`config.mk`:
```
export PLATFORM = sky130hd
export DESIGN_NAME = text_scan_ctrl
export DESIGN_NICKNAME = d
export VERILOG_FILES = /design/src/rtl/text_scan_ctrl.sv
export SDC_FILE = /design/constraint.sdc
export NUM_CORES = 1
export LEC_CHECK = 0
export ABC_AREA = 0
export CAP_MARGIN = 30
export CORE_ASPECT_RATIO = 0.6
export CORE_UTILIZATION = 55
export DETAILED_ROUTE_END_ITERATION = 8
export PLACE_DENSITY = 0.83
export SETUP_SLACK_MARGIN = 0.05
export SYNTH_ARGS = -nofsm -noshare
export SYNTH_HDL_FRONTEND = slang
export SYNTH_SLANG_ARGS = --single-unit
```
`constraint.sdc`:
```
create_clock -name CLK_VGA -period 5.25 [get_ports CLK_VGA]
set_input_delay 0.525 -clock CLK_VGA [delete_from_list [all_inputs] [get_ports CLK_VGA]]
set_output_delay 0.525 -clock CLK_VGA [all_outputs]
set_load 0.05 [all_outputs]
```
`src/rtl/text_scan_ctrl.sv`:
```
// Character-grid scan controller: turns VGA line/pixel strobes into video RAM
// read addresses with vertical scroll wrap, glyph scanline and blinking cursor.
module text_scan_ctrl #(
   parameter int unsigned COLS         = 50,
   parameter int unsigned ROWS         = 24,
   parameter int unsigned GLYPH_H      = 20,
   parameter int unsigned CURSOR_H     = 2,
   parameter int unsigned BLINK_FRAMES = 30,
   parameter int unsigned ADDR_W       = 11,
   localparam int unsigned COL_W       = $clog2(COLS),
   localparam int unsigned ROW_W       = $clog2(ROWS),
   localparam int unsigned LINE_W      = $clog2(GLYPH_H)
) (
   input  logic              CLK_VGA,
   input  logic              reset,
   input  logic              newData,
   input  logic              end_of_line,
   input  logic              end_of_frame,
   input  logic [ROW_W-1:0]  scroll_row,
   input  logic              cursor_en,
   input  logic [ADDR_W-1:0] cursor_addr,
   output logic [ADDR_W-1:0] read_addr,
   output logic [LINE_W-1:0] line_number,
   output logic              cursor_hit,
   output logic              frame_done
);

   localparam int unsigned BLINK_W = (BLINK_FRAMES > 1) ? $clog2(BLINK_FRAMES) : 1;

   localparam logic [COL_W-1:0]   COL_LAST   = COL_W'(COLS - 1);
   localparam logic [ROW_W-1:0]   ROW_LAST   = ROW_W'(ROWS - 1);
   localparam logic [LINE_W-1:0]  LINE_LAST  = LINE_W'(GLYPH_H - 1);
   localparam logic [LINE_W-1:0]  CUR_FIRST  = LINE_W'(GLYPH_H - CURSOR_H);
   localparam logic [BLINK_W-1:0] BLINK_LAST = BLINK_W'(BLINK_FRAMES - 1);
   localparam logic [ADDR_W:0]    CELLS      = (ADDR_W+1)'(ROWS * COLS);
   localparam logic [ADDR_W:0]    COLS_X     = (ADDR_W+1)'(COLS);

   // The whole grid must be addressable by the video RAM.
   if (ROWS * COLS > (1 << ADDR_W)) begin : g_addr_check
      $error("text_scan_ctrl: ROWS*COLS exceeds 2**ADDR_W");
   end

   typedef enum logic {
      ST_SCAN = 1'b0,
      ST_DONE = 1'b1
   } state_e;

   state_e               state_q, state_d;
   logic [COL_W-1:0]     col_q, col_d;
   logic [LINE_W-1:0]    line_q, line_d;
   logic [ROW_W-1:0]     row_q, row_d;
   logic [ADDR_W-1:0]    row_base_q, row_base_d;
   logic [ROW_W-1:0]     shadow_q, shadow_d;
   logic [BLINK_W-1:0]   blink_cnt_q, blink_cnt_d;
   logic                 blink_on_q, blink_on_d;
   logic [ADDR_W-1:0]    read_addr_q, read_addr_d;
   logic [LINE_W-1:0]    line_number_q, line_number_d;
   logic                 cursor_hit_q, cursor_hit_d;
   logic [ADDR_W:0]      row_base_inc;

   always_ff @(posedge CLK_VGA or posedge reset) begin
      if (reset) begin
         state_q       <= ST_SCAN;
         col_q         <= '0;
         line_q        <= '0;
         row_q         <= '0;
         row_base_q    <= '0;
         shadow_q      <= '0;
         blink_cnt_q   <= '0;
         blink_on_q    <= 1'b1;
         read_addr_q   <= '0;
         line_number_q <= '0;
         cursor_hit_q  <= 1'b0;
      end else begin
         state_q       <= state_d;
         col_q         <= col_d;
         line_q        <= line_d;
         row_q         <= row_d;
         row_base_q    <= row_base_d;
         shadow_q      <= shadow_d;
         blink_cnt_q   <= blink_cnt_d;
         blink_on_q    <= blink_on_d;
         read_addr_q   <= read_addr_d;
         line_number_q <= line_number_d;
         cursor_hit_q  <= cursor_hit_d;
      end
   end

   // Strobe handling: end_of_frame > end_of_line > newData.
   always_comb begin
      state_d      = state_q;
      col_d        = col_q;
      line_d       = line_q;
      row_d        = row_q;
      row_base_d   = row_base_q;
      shadow_d     = shadow_q;
      blink_cnt_d  = blink_cnt_q;
      blink_on_d   = blink_on_q;
      row_base_inc = {1'b0, row_base_q} + COLS_X;

      if (end_of_frame) begin
         state_d    = ST_SCAN;
         col_d      = '0;
         line_d     = '0;
         row_d      = '0;
         shadow_d   = (scroll_row > ROW_LAST) ? '0 : scroll_row;
         row_base_d = ADDR_W'(32'(shadow_d) * COLS);
         if (blink_cnt_q == BLINK_LAST) begin
            blink_cnt_d = '0;
            blink_on_d  = ~blink_on_q;
         end else begin
            blink_cnt_d = blink_cnt_q + BLINK_W'(1);
         end
      end else if (state_q == ST_SCAN) begin
         if (end_of_line) begin
            if (line_q != LINE_LAST) begin
               col_d  = '0;
               line_d = line_q + LINE_W'(1);
            end else if (row_q == ROW_LAST) begin
               // Last scanline of the frame: freeze until end_of_frame.
               state_d = ST_DONE;
            end else begin
               col_d      = '0;
               line_d     = '0;
               row_d      = row_q + ROW_W'(1);
               row_base_d = (row_base_inc >= CELLS) ? '0 : row_base_inc[ADDR_W-1:0];
            end
         end else if (newData && (col_q != COL_LAST)) begin
            col_d = col_q + COL_W'(1);
         end
      end

      read_addr_d   = row_base_d + ADDR_W'(col_d);
      line_number_d = line_q;
      cursor_hit_d  = cursor_en & blink_on_q & (read_addr_q == cursor_addr) &
                      (line_q >= CUR_FIRST);
   end

   assign read_addr   = read_addr_q;
   assign line_number = line_number_q;
   assign cursor_hit  = cursor_hit_q;
   assign frame_done  = (state_q == ST_DONE);

endmodule
```
Word-level counts from Yosys, hierarchy flattened
Index checks and enable logic that the tools add are counted.

Register bits: 51. Bits of input ports: 22. Output and inout bits: 18.

Add/subtract/negate cells: 6. Multipliers: 1. Order comparisons: 3. Equality and inequality tests: 9. Multiplexer cells: 29. Bitwise logic cells: 4. Reductions and logical operators: 5.

Operator list (count): $mux W11 (6); $mux W5 (12); $mux W6 (6); $add A5 B1 Y5 const B (3); $add A11 B6 Y12 const B (1); $ge A12 B11 Y1 const B (1); $add A11 B6 Y11 (1); $eq A11 B11 Y1 (1); $eq A5 B5 Y1 const B (2); $mul A5 B5 Y10 const B (1); $add A6 B1 Y6 const B (1); $ne A2 B2 Y1 const B (3); $ne A6 B6 Y1 const B (1); $ge A5 B5 Y1 const B (1); $gt A5 B5 Y1 const B (1); $mux W1 (5); $ne A5 B5 Y1 const B (1); $reduce_and A4 Y1 (1); $and A1 B1 Y1 (3); $ne A3 B3 Y1 const B (1); $reduce_and A3 Y1 (1); $reduce_and A2 Y1 (1); $reduce_bool A2 Y1 (1); $logic_and A1 B1 Y1 (1); $not A1 Y1 (1).

Longest topological paths before layout
Gate-level depths: netlist of the first run.

Depth after elaboration: 9. Gate-level depth with buffers: 17. Mapped depth without buffers: 17.

Worst setup path after synthesis of the first run
OpenSTA, ideal clock, no wires.

Kind: register to register. Start: register row_base_q[1]. End: register read_addr_q[10], in the netlist read_addr[10]. Arrival: 3.754 ns. Required time: 5.117 ns. Setup slack: 1.362 ns. Stages on the path, launching flop included: 17. Period minus slack after synthesis: 3.888 ns. Cells stage by stage: dfrtp_1 > ha_1 > a211o_1 > and4_4 > a211o_2 > a31oi_4 > nor2_1 > o211a_1 > ha_1 > fa_1 > a21o_1 > a21oi_1 > o21bai_1 > a21oi_1 > o21bai_1 > nor4b_2 > xor2_1.

Longest elaborated chain between the ends: 9.

Ends and longest elaborated chain: start, declared (line 52) `logic [ADDR_W-1:0] row_base_q, row_base_d;`; start signal, assigned (line 79) `row_base_q <= row_base_d;`; $add A11 B6 Y12 (line 99) `row_base_inc = {1'b0, row_base_q} + COLS_X;`; $ge A12 B11 Y1 (line 126) `row_base_d = (row_base_inc >= CELLS) ? '0 : row_base_inc[ADDR_W-1:0];`; $mux W11 (line 126); $mux W11 (line 119) `end else if (row_q == ROW_LAST) begin`; $mux W11 (line 116) `if (line_q != LINE_LAST) begin`; $mux W11 (line 115) `if (end_of_line) begin`; $mux W11 (line 114) `end else if (state_q == ST_SCAN) begin`; $mux W11 (line 101) `if (end_of_frame) begin`; named net row_base_d[0] (line 52); $add A11 B6 Y11 (line 133) `read_addr_d = row_base_d + ADDR_W'(col_d);`; named net read_addr_d[10] (line 56) `logic [ADDR_W-1:0] read_addr_q, read_addr_d;`; end signal, assigned (line 83) `read_addr_q <= read_addr_d;`; end, declared (line 56).

The timed path passes the listed nets, and every way through them passes these cells. A chain may end at the register's enable or synchronous reset.

Worst setup path in the final report of the first run
Ends and elaborated chain as after synthesis.

==> flow_summary.yaml, run 1 <==
run_status:
  status: "finished clean"
setup_path:
  reg2regPathDepth: 16
  crit_type: "reg2reg"
  arrival_ns: 4.62
  crit_fanout: 8
  r2r-end: "read_addr[10]"
  crit_end: "read_addr[10]"
  startpoint: "row_base_q[1]"
  crit_required_ns: 5.43
  r2r_slack_ns: 0.82
  startpoint_type: "flip-flop"
  r2r_start: "row_base_q[1]"
  endpoint_kind: "flip-flop"
cells_and_area:
  diodes: 0
  layout-drive-gt1-share_pct: 8.77
  layout.cells.non_filler: 479
  nNetsFinal: 453
  final_common_cell: "dfrtp_1"
  final_cell_mix: "dfrtp_1, clkdlybuf4s50_1, nand2_1, ha_1, nor2_1"
  syn2layout_area_growth_pct: 16.4
sta:
  hold_viol: 0
  setup_ws_ns: 0.818
  tightest_slew_ns: 0.503
  fmax_mhz: 226
  drv_slew: 0
  setup_violations: 0
  relSlewSlack_pct: 66.4
  fin_crit_ns: 4.43
  rsz0062_at_grt: "false"
  period_share_pct: 84.4
  clock_skew_ns: 0.00530
  hold_slack_ns: 0.457
  fin_tns_setup_ns: 0
floorplan:
  die_h_um: 63.4
  chipWidth_um: 104
  die-area_um2: 6620
  rows: 21
  start_util_pct: 59.6
  core_um2: 5810
  ios: 40
synthesis:
  synth-seq-cells: 51
  ys_seq_area_share_pct: 36.9
  syn-num-nets: 416
  synth_cell_types: 67
  synth_edf_count: 0
  syn_area_per_cell_um2: 9.58
  yosysWarningCount: 0
  syn_inst: 361
  synth_area_um2: 3460
  synth_flop_cell: "dfrtp_1"
  async_flop_share_pct: 100
clock_tree:
  cts_resized: 0
  cts.sinks: 51
  cts-root-buf: "clkbuf_8"
  numCtsBuffers: 5
  cts_setup_buffers: 0
  clkSlewWorstSetupHoldPaths_ns: 0.09
  cts_buffer_depth: 2
  cts_tree: "built"
  h-tree-depth: 2
  insertion_delay_ns: 0.30
  hold_buffers: 0
route:
  drtIter0Drc: 199
  routed_wl_um: 8080
  ant_nets: 0
  maxUsedRoutingLayer: "met4"
  wl_met1_um: 3740
  viasPerCell: 6.00
  vias: 2875
  dr_wl_met2_um: 3600
  dr.pass1.iters: 5
  dr_wl_met3_um: 664
  drcViolationCount: 0
  wire_per_inst_um: 16.9
placement:
  dp_hpwl_um: 6220
  placedCellCount: 471
  io_buffers: 39
  globalplace.congestion: 0.858
  pre_cts_slack_ns: 0.850
global_route:
  overflow: 0
  grt_pass1_wl_um: 13500
  grt_pass1_vias: 2729
  grt_max_degree: 45
  grtUsageTotal_pct: 26.3
  antenna_found_initial: 0
power_and_ir_drop:
  ir_drop_v: 0.000149
  pwr_density_cell_nw_per_um2: 294
  p_leak_nw: 1.77
worst_hold_path:
  hold_class: "in2async"
job:
  max_cap_viol_count: 0
==> cells in the mapped netlist, types with 2 or more instances <==
master	number	area [µm²]
a211oi_1	3	22.5
a21o_1	5	37.5
a21oi_1	19	95.1
a31oi_1	5	31.3
a31oi_4	2	42.5
and2_1	6	37.5
and2_2	2	15.0
and3_1	4	25.0
and4b_1	2	20.0
buf_2	3	15.0
clkbuf_1	7	26.3
dfrtp_1	50	1250
fa_1	2	40.0
ha_1	31	388
inv_1	19	71.3
mux2_2	2	22.5
nand2_1	31	116
nand2b_1	3	18.8
nand3_1	7	35.0
nand4_1	10	62.6
nand4b_1	2	17.5
nor2_1	30	113
nor2b_1	7	43.8
nor3_1	7	35.0
nor4_1	2	12.5
nor4b_1	2	17.5
o21ai_0	25	125
o21bai_1	2	15.0
or2_2	2	12.5
or3_1	2	12.5
xnor2_1	19	166
xor2_1	13	114
==> how the worst min path moves through the flow <==
stage	startpoint	to
detailed placement	line_number_d[0]	line_number[0]
floorplan	line_number_d[2]	line_number[2]
global placement	line_number_d[0]	line_number[0]
finish	reset	line_number[0]
global route	reset	blink_cnt_q[3]
CTS	reset	line_number[3]
==> critical path, stage by stage (launching register included) <==
cell	delay, ns
dfrtp_1	0.44
ha_1	0.28
a211o_1	0.38
and4_4	0.23
a211o_2	0.37
a31oi_4	0.32
nor2_1	0.14
o211a_1	0.25
ha_1	0.22
fa_1	0.40
a21o_1	0.19
a21oi_1	0.23
o21bai_1	0.10
a21oi_1	0.29
o21bai_1	0.21
nor4b_2	0.09
xor2_1	0.16
==> metrics by stage <==
step | power (mW) | cell area [µm²] | util [%]
after floorplan | 0.813 | 3460 | -
after global placement | 0.925 | 3910 | 67.3
after detailed placement | 0.944 | 3930 | 67.6
after CTS | 1.19 | 4030 | 69.3
after global routing | 1.25 | 4030 | 69.3
final | 1.18 | 4030 | 69.3
==> state kept, by name, summed over array words and instances (netlist names), 5 cells and up <==
register / flops
line_number: 5
blink_cnt_q: 5
col_q: 6
read_addr: 11
line_number_d: 5
row_base_q: 11
row_q: 5
==> cell families after synthesis <==
group,synth area share [%]
AND/OR/NAND/NOR,20.6
AO/OA/AOI/OAI,16.8
flip-flops,36.9
XOR/XNOR,8.57
adder cells (fa/ha/maj),12.4
buffers and inverters,3.80
multiplexers,0.941
==> power breakdown <==
part           total (mW)  switching [mW]  leakage (nW)  internal [mW]
registers           0.526          0.0766         0.663          0.450
logic               0.418           0.247          1.06          0.170
clock network       0.239           0.132        0.0474          0.108
total                1.18           0.456          1.77          0.728
==> area by class of cell <==
class / count / area (µm²)
clock buffers: 6 / 82.6
repair buffers: 42 / 425
fillers: 436 / 1780
multi-input cells: 278 / 2050
flip-flops and latches: 51 / 1280
well taps: 80 / 100
inverters: 20 / 75.1
clock inverters: 2 / 16.3
==> metal layers <==
| metal | vias up | GRT usage, % |
|---|---|---|
| met3 | 10 | 5.90 |
| met5 | - | 0 |
| li1 | 1355 | - |
| met1 | 1374 | 38.2 |
| met4 | 0 | 5.89 |
| met2 | 136 | 39.8 |
(Power assumes the default switching activity.)
==> run 2: changes to the inputs <==
==> constraint.sdc (replaced) <==
create_clock -name CLK_VGA -period 4.55 [get_ports CLK_VGA]
set_input_delay 0.455 -clock CLK_VGA [delete_from_list [all_inputs] [get_ports CLK_VGA]]
set_output_delay 0.455 -clock CLK_VGA [all_outputs]
set_load 0.05 [all_outputs]
==> run 2 against run 1 <==
Effect of this change: worst hold slack better by 0.0081 ns; critical path depth unchanged; flip-flop and latch count unchanged; setup slack worse by 0.53 ns; sequential share of layout area down 0.39 points; combinational power up 16%; power up 20%; via count down 0.63%; highest routed layer unchanged.
==> flow_summary.yaml, run 2 (synthesis gave the netlist of run 1 again) <==
placement:
  pre_cts_slack_ns: 0.295
  globalplace.congestion: 0.849
  dp_hpwl_um: 6010
  io_buffers: 39
  placedCellCount: 472
clock_tree:
  cts_buffer_depth: 2
  cts-root-buf: "clkbuf_8"
  clkSlewWorstSetupHoldPaths_ns: 0.10
  cts.sinks: 51
  cts_tree: "built"
  hold_buffers: 0
  h-tree-depth: 2
  numCtsBuffers: 5
  insertion_delay_ns: 0.31
cells_and_area:
  diodes: 0
  post-route-util_pct: 70.2
  final_common_cell: "dfrtp_1"
  nNetsFinal: 457
  final_cell_mix: "dfrtp_1, clkdlybuf4s50_1, nand2_1, ha_1, nor2_1"
  layout.cells.non_filler: 483
  layout-drive-gt1-share_pct: 9.93
  syn2layout_area_growth_pct: 17.9
floorplan:
  start_util_pct: 59.6
  rows: 21
  chipWidth_um: 104
  core_um2: 5810
  die-area_um2: 6620
  ios: 40
  die_h_um: 63.4
power_and_ir_drop:
  p_leak_nw: 1.80
  ir_drop_v: 0.000220
  finalPower_mw: 1.42
  pwr_density_cell_nw_per_um2: 347
route:
  wire_per_inst_um: 16.4
  vias: 2857
  ant_nets: 0
  drtIter0Drc: 164
  viasPerCell: 5.92
  routed_wl_um: 7940
  dr.pass1.iters: 5
  drcViolationCount: 0
global_route:
  grt_max_degree: 44
  top_usage_layer: "met1"
  grtUsageMet1_pct: 37.8
  use_met3_pct: 6.52
  antenna_found_initial: 0
  overflow: 0
  grtUsageTotal_pct: 25.6
  grt_pass1_vias: 2720
  met2_usage_pct: 37.7
  grt_pass1_wl_um: 13200
setup_path:
  crit_type: "reg2reg"
  crit_required_ns: 4.74
  arrival_ns: 4.45
  crit_fanout: 7
  startpoint_type: "flip-flop"
  endpoint_kind: "flip-flop"
sta:
  fin_crit_ns: 4.26
  setup_ws_ns: 0.290
  tightest_slew_ns: 0.501
  fmax_mhz: 235
  setup_violations: 0
  period_share_pct: 93.6
  rsz0062_at_grt: "false"
  clock_skew_ns: 0.0138
  drv_slew: 0
  relSlewSlack_pct: 66.5
  hold_viol: 0
  fin_tns_setup_ns: 0
worst_hold_path:
  hold_class: "in2async"
run_status:
  status: "finished clean"
job:
  max_cap_viol_count: 0
[run 2: cell count changes in the layout (fill, tap and decap cells not counted), sizes merged]
cell | before | now
buf | 3 | 7
inv | 19 | 20
clkinv | 2 | 1
clkbuf | 6 | 5
bufinv | 0 | 1
[run 2: worst max-delay path, cell delays in order (launching register included)]
cell	delay, ns
dfrtp_1	0.46
ha_1	0.29
a211o_1	0.37
and4_4	0.22
a211o_2	0.37
a31oi_4	0.32
nor2_1	0.13
o211a_1	0.23
ha_1	0.21
fa_1	0.41
a21o_1	0.19
a21oi_1	0.22
o21bai_1	0.13
a21oi_2	0.19
o21bai_1	0.17
nor2_1	0.09
xnor2_1	0.14
[run 2: where the power goes]
group,switching [mW],internal [mW],total [mW],leakage [nW]
combinational,0.283,0.203,0.485,1.08
clock,0.157,0.166,0.323,0.0548
sequential,0.0886,0.519,0.608,0.663
[run 2: final timing paths]
path,cells after the start,slack [ns],start,endpoint
hold reg to reg,1,0.50,blink_cnt_q[4],blink_cnt_q[4]
min in group CLK_VGA,1,0.50,blink_cnt_q[4],blink_cnt_q[4]
hold / removal,2,0.46,reset,line_number[4]
max in group asynchronous,3,3.56,reset,read_addr[1]
setup / recovery,16,0.29,row_base_q[1],read_addr[8]
setup reg to reg,16,0.29,row_base_q[1],read_addr[8]
[run 2: layer usage]
metal | routed length, µm | up-vias
met5 | 0 | -
met4 | 76 | 0
met3 | 714 | 12
met2 | 3370 | 123
met1 | 3780 | 1358
li1 | - | 1364
[run 2: final cells by class]
class                           instances  area, µm²
Tap cell                               80        100
Multi-Input combinational cell        278       2050
Clock inverter                          3       46.3
Sequential cell                        51       1280
Clock buffer                            5       68.8
Inverter                               20       75.1
Fill cell                             443       1730
Timing Repair Buffer                   46        455
[run 2: timing repair]
action	4_1_cts	5_1_grt
resized for setup	0	2
buffers inserted	0	3
endpoints found under the setup margin	0	4
[run 2: through the flow]
step	hold WS [ns]	instance area (µm²)
floorplan	0.349	3460
global placement	0.478	3920
finish	0.465	4080
global route	0.497	4080
detailed placement	0.484	3940
CTS	0.475	4050
==> run 3: changes to the inputs <==
--- a/config.mk
+++ b/config.mk
@@ -10,6 +10,7 @@
 export CORE_ASPECT_RATIO = 0.6
 export CORE_UTILIZATION = 55
 export DETAILED_ROUTE_END_ITERATION = 8
+export GPL_ROUTABILITY_DRIVEN = 1
 export PLACE_DENSITY = 0.83
 export SETUP_SLACK_MARGIN = 0.05
 export SYNTH_ARGS = -nofsm -noshare
==> results of run 3 <==
The final DEF is identical to that of run 2; final timing and power are the same.
